<file path="config.mk">
export PLATFORM = sky130hd
export DESIGN_NAME = imm_gen_pipe
export DESIGN_NICKNAME = d
export VERILOG_FILES = /design/src/rtl/imm_gen_pipe.sv
export SDC_FILE = /design/constraint.sdc
export NUM_CORES = 1
export LEC_CHECK = 0
export CAP_MARGIN = 40
export CORE_MARGIN = 4
export CORE_UTILIZATION = 48
export CTS_CLUSTER_DIAMETER = 60
export DETAILED_ROUTE_END_ITERATION = 16
export PLACE_DENSITY = 0.8
export SYNTH_ARGS = -nofsm -noshare
export SYNTH_HDL_FRONTEND = slang
export SYNTH_SLANG_ARGS = --single-unit
</file>
<file path="constraint.sdc">
create_clock -name clk -period 2.3 [get_ports clk]
set_input_delay 0.23 -clock clk [delete_from_list [all_inputs] [get_ports clk]]
set_output_delay 0.23 -clock clk [all_outputs]
set_load 0.02 [all_outputs]
</file>
<file path="src/rtl/imm_gen_pipe.sv">
// Pipelined immediate generator for the decode stage.
// Decodes one RV32I/RV64I instruction per cycle into a sign-extended immediate and a
// format code, registers the result behind a 2-entry skid buffer (O = output, K = skid)
// and keeps a saturating count of accepted illegal opcodes.
module imm_gen_pipe #(
    parameter int unsigned XLEN  = 64,
    parameter int unsigned TAG_W = 8,
    parameter int unsigned CNT_W = 16
) (
    input  logic             clk,
    input  logic             rst,
    input  logic             in_valid,
    output logic             in_ready,
    input  logic [31:0]      in_instr,
    input  logic [TAG_W-1:0] in_tag,
    output logic             out_valid,
    input  logic             out_ready,
    output logic [XLEN-1:0]  out_imm,
    output logic [2:0]       out_fmt,
    output logic [TAG_W-1:0] out_tag,
    input  logic             cnt_clr,
    output logic [CNT_W-1:0] illegal_cnt
);

    localparam logic [2:0] FmtR       = 3'd0;
    localparam logic [2:0] FmtI       = 3'd1;
    localparam logic [2:0] FmtS       = 3'd2;
    localparam logic [2:0] FmtB       = 3'd3;
    localparam logic [2:0] FmtU       = 3'd4;
    localparam logic [2:0] FmtJ       = 3'd5;
    localparam logic [2:0] FmtShamt   = 3'd6;
    localparam logic [2:0] FmtIllegal = 3'd7;

    localparam logic [CNT_W-1:0] CntMax = {CNT_W{1'b1}};

    // ------------------------------------------------------------------
    // Combinational decode
    // ------------------------------------------------------------------
    logic [6:0]      opcode;
    logic [2:0]      funct3;
    logic            sgn;
    logic            is_shift;
    logic [XLEN-1:0] imm_i;
    logic [XLEN-1:0] imm_s;
    logic [XLEN-1:0] imm_b;
    logic [XLEN-1:0] imm_u;
    logic [XLEN-1:0] imm_j;
    logic [XLEN-1:0] shamt5;
    logic [XLEN-1:0] shamt6;
    logic [XLEN-1:0] shamt_op;

    logic [XLEN-1:0] dec_imm;
    logic [2:0]      dec_fmt;

    assign opcode   = in_instr[6:0];
    assign funct3   = in_instr[14:12];
    assign sgn      = in_instr[31];
    assign is_shift = (funct3 == 3'b001) || (funct3 == 3'b101);

    assign imm_i  = {{(XLEN-12){sgn}}, in_instr[31:20]};
    assign imm_s  = {{(XLEN-12){sgn}}, in_instr[31:25], in_instr[11:7]};
    assign imm_b  = {{(XLEN-13){sgn}}, in_instr[31], in_instr[7], in_instr[30:25],
                     in_instr[11:8], 1'b0};
    assign imm_u  = {{(XLEN-32){sgn}}, in_instr[31:12], 12'b0};
    assign imm_j  = {{(XLEN-21){sgn}}, in_instr[31], in_instr[19:12], in_instr[20],
                     in_instr[30:21], 1'b0};
    assign shamt5 = {{(XLEN-5){1'b0}}, in_instr[24:20]};
    assign shamt6 = {{(XLEN-6){1'b0}}, in_instr[25:20]};
    // OP-IMM shift amounts are 6 bits wide on RV64, 5 bits on RV32
    assign shamt_op = (XLEN == 64) ? shamt6 : shamt5;

    // Opcode decode into format code and immediate
    always_comb begin
        dec_fmt = FmtIllegal;
        dec_imm = '0;
        case (opcode)
            7'b0010011: begin
                if (is_shift) begin
                    dec_fmt = FmtShamt;
                    dec_imm = shamt_op;
                end else begin
                    dec_fmt = FmtI;
                    dec_imm = imm_i;
                end
            end
            7'b0000011, 7'b1100111: begin
                dec_fmt = FmtI;
                dec_imm = imm_i;
            end
            7'b0011011: begin
                // OP-IMM-32 only exists on RV64
                if (XLEN == 64) begin
                    if (is_shift) begin
                        dec_fmt = FmtShamt;
                        dec_imm = shamt5;
                    end else begin
                        dec_fmt = FmtI;
                        dec_imm = imm_i;
                    end
                end
            end
            7'b0100011: begin
                dec_fmt = FmtS;
                dec_imm = imm_s;
            end
            7'b1100011: begin
                dec_fmt = FmtB;
                dec_imm = imm_b;
            end
            7'b0110111, 7'b0010111: begin
                dec_fmt = FmtU;
                dec_imm = imm_u;
            end
            7'b1101111: begin
                dec_fmt = FmtJ;
                dec_imm = imm_j;
            end
            7'b0110011: begin
                dec_fmt = FmtR;
            end
            7'b0111011: begin
                if (XLEN == 64) begin
                    dec_fmt = FmtR;
                end
            end
            default: begin
                dec_fmt = FmtIllegal;
            end
        endcase
    end

    // ------------------------------------------------------------------
    // Skid buffer
    // ------------------------------------------------------------------
    logic             o_valid_q, o_valid_d;
    logic [XLEN-1:0]  o_imm_q,   o_imm_d;
    logic [2:0]       o_fmt_q,   o_fmt_d;
    logic [TAG_W-1:0] o_tag_q,   o_tag_d;
    logic             k_valid_q, k_valid_d;
    logic [XLEN-1:0]  k_imm_q,   k_imm_d;
    logic [2:0]       k_fmt_q,   k_fmt_d;
    logic [TAG_W-1:0] k_tag_q,   k_tag_d;
    logic [CNT_W-1:0] cnt_q,     cnt_d;

    logic accept;
    logic drain;

    // in_ready comes straight from a flop, so out_ready never reaches it combinationally
    assign in_ready = ~k_valid_q;
    assign accept   = in_valid & in_ready;
    assign drain    = o_valid_q & out_ready;

    // Next state of O/K: O always holds the older entry, K the younger
    always_comb begin
        o_valid_d = o_valid_q;
        o_imm_d   = o_imm_q;
        o_fmt_d   = o_fmt_q;
        o_tag_d   = o_tag_q;
        k_valid_d = k_valid_q;
        k_imm_d   = k_imm_q;
        k_fmt_d   = k_fmt_q;
        k_tag_d   = k_tag_q;
        if (!o_valid_q || drain) begin
            if (k_valid_q) begin
                // K is pending (in_ready is low, so nothing new is accepted)
                o_valid_d = 1'b1;
                o_imm_d   = k_imm_q;
                o_fmt_d   = k_fmt_q;
                o_tag_d   = k_tag_q;
                k_valid_d = 1'b0;
            end else if (accept) begin
                o_valid_d = 1'b1;
                o_imm_d   = dec_imm;
                o_fmt_d   = dec_fmt;
                o_tag_d   = in_tag;
            end else begin
                o_valid_d = 1'b0;
            end
        end else if (accept) begin
            // O stalled: park the new result in K
            k_valid_d = 1'b1;
            k_imm_d   = dec_imm;
            k_fmt_d   = dec_fmt;
            k_tag_d   = in_tag;
        end
    end

    // Illegal-opcode counter: clear wins over increment, saturates at all-ones
    always_comb begin
        cnt_d = cnt_q;
        if (cnt_clr) begin
            cnt_d = '0;
        end else if (accept && (dec_fmt == FmtIllegal) && (cnt_q != CntMax)) begin
            cnt_d = cnt_q + 1'b1;
        end
    end

    // State registers with synchronous reset
    always_ff @(posedge clk) begin
        if (rst) begin
            o_valid_q <= 1'b0;
            o_imm_q   <= '0;
            o_fmt_q   <= '0;
            o_tag_q   <= '0;
            k_valid_q <= 1'b0;
            k_imm_q   <= '0;
            k_fmt_q   <= '0;
            k_tag_q   <= '0;
            cnt_q     <= '0;
        end else begin
            o_valid_q <= o_valid_d;
            o_imm_q   <= o_imm_d;
            o_fmt_q   <= o_fmt_d;
            o_tag_q   <= o_tag_d;
            k_valid_q <= k_valid_d;
            k_imm_q   <= k_imm_d;
            k_fmt_q   <= k_fmt_d;
            k_tag_q   <= k_tag_d;
            cnt_q     <= cnt_d;
        end
    end

    assign out_valid   = o_valid_q;
    assign out_imm     = o_imm_q;
    assign out_fmt     = o_fmt_q;
    assign out_tag     = o_tag_q;
    assign illegal_cnt = cnt_q;

endmodule

</file>
==> results of run 1 <==
sequential cells by signal, indices dropped and copies added, names as in the netlist:
register / count
k_fmt_q: 3
illegal_cnt: 16
out_tag: 8
k_tag_q: 8
out_fmt: 3
out_valid: 1
k_valid_q: 1
k_imm_q: 32
out_imm: 32
worst register-to-register path, cell delays in order, from the launching register on:
cell	delay, ns
dfxtp_1	0.36
ha_1	0.23
and4_1	0.24
nand4_1	0.14
nand3_1	0.29
nor3_2	0.29
a21oi_1	0.11
a31o_2	0.21
repair_timing:
action	4_1_cts	5_1_grt
buffers inserted	0	1
setup endpoints to repair	0	42
resized for setup	0	10
synth_stat cells, drive strengths merged (6+ instances only):
cell type,n,area share
o21ai,46,0.047
dfxtp,104,0.42
a31o,12,0.021
or3,6,0.0076
nand3,18,0.018
buf,45,0.064
mux2i,8,0.016
xnor2,8,0.014
nand2,86,0.066
a211oi,35,0.053
nor3,15,0.018
clkbuf,32,0.024
a21oi,49,0.050
nor4,7,0.017
nor2,70,0.053
cells by family after synthesis:
family | Yosys count | share of synthesized area
DFF | 104 | 0.421
AOI/OAI and AO/OA | 171 | 0.222
muxes | 8 | 0.0162
buffers and inverters | 80 | 0.0902
and+or+nand+nor | 237 | 0.232
adders and majority gates | 1 | 0.00253
xor gates and xnor gates | 9 | 0.0159
routing by layer:
layer,GRT usage,part of all wire,routed length (um)
met5,0,0,0
met4,0.102,0.030,413
met3,0.0423,0.069,947
met2,0.384,0.48,6590
met1,0.294,0.42,5780
power by group:
group,total [uW],switching [uW],internal [uW]
clock,1190,647,546
combinational,677,363,314
sequential,1890,32.9,1860
worst paths after layout:
check	end	slack, ns	depth (start not counted)
worst max-delay path	illegal_cnt[11]	0.16	8
worst max register to register	illegal_cnt[6]	0.33	7
worst min-delay path	out_fmt[1]	0.31	2
worst min register to register	out_fmt[0]	0.46	2
metrics by stage:
stage                     utilization  power, uW  cells
final                           0.674       3760    867
after global routing            0.674       3910    867
after CTS                       0.670       3780    866
after detailed placement        0.649       2610    850
after global placement          0.649       2590    850
after floorplan                     -       2300    610
final cells by class:
class / count / area (um2) / area share
Clock buffer: 10 / 138 / 0.0206
Clock inverter: 6 / 73.8 / 0.0111
Timing Repair Buffer: 185 / 1750 / 0.262
Inverter: 3 / 11.3 / 0.00169
Multi-Input combinational cell: 426 / 2460 / 0.368
Tap cell: 133 / 166 / 0.0249
Sequential cell: 104 / 2080 / 0.312
==> impl_metrics.env, run 1 <==
export IMPL_status="finished, final reports clean"
export IMPL_drt_iter0_drc=293
export IMPL_final_setup_tns_ns=0
export IMPL_synthArstFlopShare=0
export IMPL_drc=0
export IMPL_worstSetupStartpoint="in_instr[4]"
export IMPL_slew_headroom=0.578
export IMPL_worstMarginPinSlew_ns=0.628
export IMPL_ys_types=60
export IMPL_clk_latency_ns=0.36
export IMPL_syn_inst=610
export IMPL_setup_viol=0
export IMPL_initial_core_util=0.499
export IMPL_layout_common_cells="clkdlybuf4s50_1 (133), dfxtp_1 (104), nand2_1 (85)"
export IMPL_coreArea_um2=9910
export IMPL_drt_wl_total_um=13700
export IMPL_portBuffers=137
export IMPL_pre_cts_slack_ns=-0.401
export IMPL_fmax_mhz=467
export IMPL_final_common_cell="clkdlybuf4s50_1"
export IMPL_first_pass_iters=5
export IMPL_viasPerCell=5.61
export IMPL_grtUsageTotal=0.232
export IMPL_hold_class="input pin to register"
export IMPL_wl_per_cell_um=15.8
export IMPL_via_count=4860
export IMPL_post_route_min_period_ns=2.14
export IMPL_path_buf_inv=2
export IMPL_worstPathRequired_ns=2.57
export IMPL_grt_pass1_wl_um=22300
export IMPL_hold_buffers=0
export IMPL_antenna_found_initial=0
export IMPL_hold_ws_ns=0.312
export IMPL_n_antenna_cell=0
export IMPL_cts_tree="built"
export IMPL_cp_arrival_ns=2.41
export IMPL_powerDensity_nw_per_um2=563
export IMPL_crit_family="simple AND/OR/NAND/NOR gates"
export IMPL_clock_sinks=104
export IMPL_die_x_um=110
export IMPL_hpwlAfterDp_um=10200
export IMPL_nNetsFinal=775
export IMPL_dieArea_um2=12000
export IMPL_synth_edf_count=0
export IMPL_fillers=845
export IMPL_final_cell_area_um2=6680
export IMPL_crit_chain="clkdlybuf4s50_1 > or4b_4 > nor3_4 > nor4b_2 > buf_4 > nor3_1 > a31oi_1 > a41o_1"
export IMPL_placedInstanceArea_um2=6430
export IMPL_grt_pass1_vias=4666
export IMPL_cpMaxStageDelayCell="clkdlybuf4s50_1"
export IMPL_criticalPathCategory="input pin to register"
export IMPL_ys_seq_area_frac=0.421
export IMPL_worstHoldStart="rst"
export IMPL_path_max_fanout=11
export IMPL_fin_ws_ns=0.157
export IMPL_end_kind="register"
export IMPL_yosys_warnings=0
export IMPL_rsz0062_at_grt="false"
export IMPL_rr_startpoint="illegal_cnt[0]"
export IMPL_power_leakage_uw=0.00227
export IMPL_final_max_slew_violation_count=0
export IMPL_cts_max_level=3
export IMPL_hold_viol_final=0
export IMPL_antenna_left=0
export IMPL_fin_worst_skew_ns=0.0107
export IMPL_syn_num_nets=656
export IMPL_clock_root_buffer="clkbuf_8"
export IMPL_overflow=0
export IMPL_grt_start_max_net_pins=42
export IMPL_synth_avg_cell_area_um2=8.11
export IMPL_ys_ff_latch=104
export IMPL_cap_violations=0
export IMPL_netlist_area_um2=4950
export IMPL_area_growth_pct=34.9
export IMPL_ioPinCount=138
export IMPL_cp_start_kind="input pin"
export IMPL_timing_final_crit_share=0.932
export IMPL_die_y_um=110
export IMPL_ir_worst_vdd_v=0.000368
export IMPL_clk_pin_slew_ns=0.10
export IMPL_cts_buffer_depth=2
export IMPL_drive_gt1_frac=0.131
export IMPL_numCtsBuffers=9
export IMPL_ys_flop_type="dfxtp_1"
export IMPL_std_cell_rows=36
export IMPL_crit_path_max_incr_delay_ns=0.49
export IMPL_gp_congestion=0.895
Power figures use the tool's default switching activity.
==> run 2, diff against run 1 <==
--- a/config.mk
+++ b/config.mk
@@ -7,10 +7,9 @@
 export LEC_CHECK = 0
 export CAP_MARGIN = 40
 export CORE_MARGIN = 4
-export CORE_UTILIZATION = 48
+export CORE_UTILIZATION = 30
 export CTS_CLUSTER_DIAMETER = 60
 export DETAILED_ROUTE_END_ITERATION = 16
-export PLACE_DENSITY = 0.8
 export SYNTH_ARGS = -nofsm -noshare
 export SYNTH_HDL_FRONTEND = slang
 export SYNTH_SLANG_ARGS = --single-unit
==> impl_metrics.env, run 2 (synthesis results as in run 1) <==
export IMPL_crit_path_max_incr_delay_ns=0.50
export IMPL_grt_pass1_vias=4520
export IMPL_portBuffers=137
export IMPL_fillers=1601
export IMPL_wl_per_cell_um=15.4
export IMPL_rsz0062_at_grt="false"
export IMPL_power_leakage_uw=0.00237
export IMPL_cp_start_kind="input pin"
export IMPL_post_route_util=0.436
export IMPL_criticalPathCategory="input pin to register"
export IMPL_grt_use_met3=0.0333
export IMPL_grt_pass1_wl_um=23500
export IMPL_n_antenna_cell=0
export IMPL_status="finished, final reports clean"
export IMPL_path_max_fanout=7
export IMPL_timing_final_crit_share=0.919
export IMPL_hold_class="input pin to register"
export IMPL_crit_chain="clkdlybuf4s50_1 > buf_4 > nand2b_1 > o21ai_0 > buf_4 > a31oi_2 > nand4b_1 > or3_1 > a21oi_1"
export IMPL_slew_headroom=0.542
export IMPL_grtUsageTotal=0.158
export IMPL_clock_sinks=104
export IMPL_gp_congestion=0.852
export IMPL_hold_ws_ns=0.338
export IMPL_area_growth_pct=41.0
export IMPL_nNetsFinal=784
export IMPL_worstPathRequired_ns=2.57
export IMPL_grt_start_max_net_pins=56
export IMPL_worstMarginPinSlew_ns=0.683
export IMPL_die_y_um=136
export IMPL_cap_violations=0
export IMPL_clk_latency_ns=0.34
export IMPL_final_common_cell="clkdlybuf4s50_1"
export IMPL_final_max_slew_violation_count=0
export IMPL_antenna_left=0
export IMPL_coreArea_um2=16000
export IMPL_drt_iter0_drc=272
export IMPL_std_cell_rows=46
export IMPL_setup_viol=0
export IMPL_cts_tree="built"
export IMPL_fin_worst_skew_ns=0.00310
export IMPL_drive_gt1_frac=0.140
export IMPL_cts_max_level=3
export IMPL_numCtsBuffers=9
export IMPL_cts_buffer_depth=2
export IMPL_drt_wl_total_um=14800
export IMPL_first_pass_iters=4
export IMPL_ioPinCount=138
export IMPL_hold_buffers=0
export IMPL_dieArea_um2=18600
export IMPL_final_setup_tns_ns=0
export IMPL_via_count=4719
export IMPL_fmax_mhz=473
export IMPL_end_kind="register"
export IMPL_powerDensity_nw_per_um2=605
export IMPL_critPathMostFrequentCell="buf_4"
export IMPL_hold_viol_final=0
export IMPL_layout_common_cells="clkdlybuf4s50_1 (133), dfxtp_1 (104), nand2_1 (85)"
export IMPL_cp_arrival_ns=2.39
export IMPL_hpwlAfterDp_um=10900
export IMPL_cpMaxStageDelayCell="clkdlybuf4s50_1"
export IMPL_pre_cts_slack_ns=-0.368
export IMPL_viasPerCell=4.92
export IMPL_grt_met2_usage=0.252
export IMPL_overflow=0
export IMPL_die_x_um=136
export IMPL_drc=0
export IMPL_clock_root_buffer="clkbuf_16"
export IMPL_ir_worst_vdd_v=0.000421
export IMPL_initial_core_util=0.309
export IMPL_antenna_found_initial=0
export IMPL_met1_usage=0.213
export IMPL_fin_ws_ns=0.185
export IMPL_grt_busiest_layer="met2"
export IMPL_clk_pin_slew_ns=0.07
export IMPL_post_route_min_period_ns=2.11
## run 2: cell count changes in the layout (fill, tap and decap cells not counted), sizes merged
cell      change
clkbuf        -1
bufinv        +1
buf           +9
clkinvlp      -1
clkinv        +2
inv           -1
## run 2: layout make-up
class                           instances  area (um2)  share of cell area
Multi-Input combinational cell        426        2470               0.354
Inverter                                3        11.3             0.00161
Clock inverter                          7        95.1              0.0136
Timing Repair Buffer                  194        1830               0.262
Clock buffer                            9         225              0.0323
Tap cell                              216         270              0.0387
Sequential cell                       104        2080               0.298
## run 2: worst max-delay path, delay by kind of cell
family	cells	cell delay (ns)
simple gates	3	0.82
buf+inv	3	0.83
compound gates	3	0.51
## run 2: power by group
part | total [uW] | leakage (uW) | internal (uW) | switching (uW)
sequential | 1890 | 0.000845 | 1860 | 31.9
combinational | 685 | 0.00137 | 318 | 367
clock | 1650 | 0.000156 | 956 | 691
total | 4220 | 0.00237 | 3130 | 1090
## run 2: per-layer routing
metal,wire [um],up-vias
met5,0,-
met3,800,15
met2,6710,115
met1,7040,2201
met4,229,0
li1,-,2388
## run 2: final timing paths
check,start,end,cells past startpoint,slack [ns]
worst max-delay path,in_instr[4],illegal_cnt[3],9,0.19
worst min-delay path,rst,out_fmt[2],2,0.34
worst max register to register,illegal_cnt[0],illegal_cnt[6],7,0.38
worst min register to register,out_imm[15],out_imm[15],2,0.46
## run 2: stage by stage
| stage | instance area (um2) | total power (uW) | std cells |
|---|---|---|---|
| after CTS | 6910 | 4270 | 955 |
| after floorplan | 4950 | 2300 | 610 |
| after global placement | 6580 | 2610 | 938 |
| after global routing | 6980 | 4400 | 959 |
| final | 6980 | 4220 | 959 |
| after detailed placement | 6590 | 2620 | 939 |
## run 2: what timing repair did
action                     CTS  global route
pin swaps                    0             5
hold endpoints to repair     0             0
setup buffers                0             4
setup endpoints to repair    9            42
resized for setup            1             9
==> run 3, diff against run 2 <==
--- a/config.mk
+++ b/config.mk
@@ -8,6 +8,7 @@
 export CAP_MARGIN = 40
 export CORE_MARGIN = 4
 export CORE_UTILIZATION = 30
+export CTS_BUF_LIST = sky130_fd_sc_hd__clkbuf_8 sky130_fd_sc_hd__clkbuf_16
 export CTS_CLUSTER_DIAMETER = 60
 export DETAILED_ROUTE_END_ITERATION = 16
 export SYNTH_ARGS = -nofsm -noshare
==> results of run 3 <==
Final layout, timing and power as in run 2 (identical DEF).
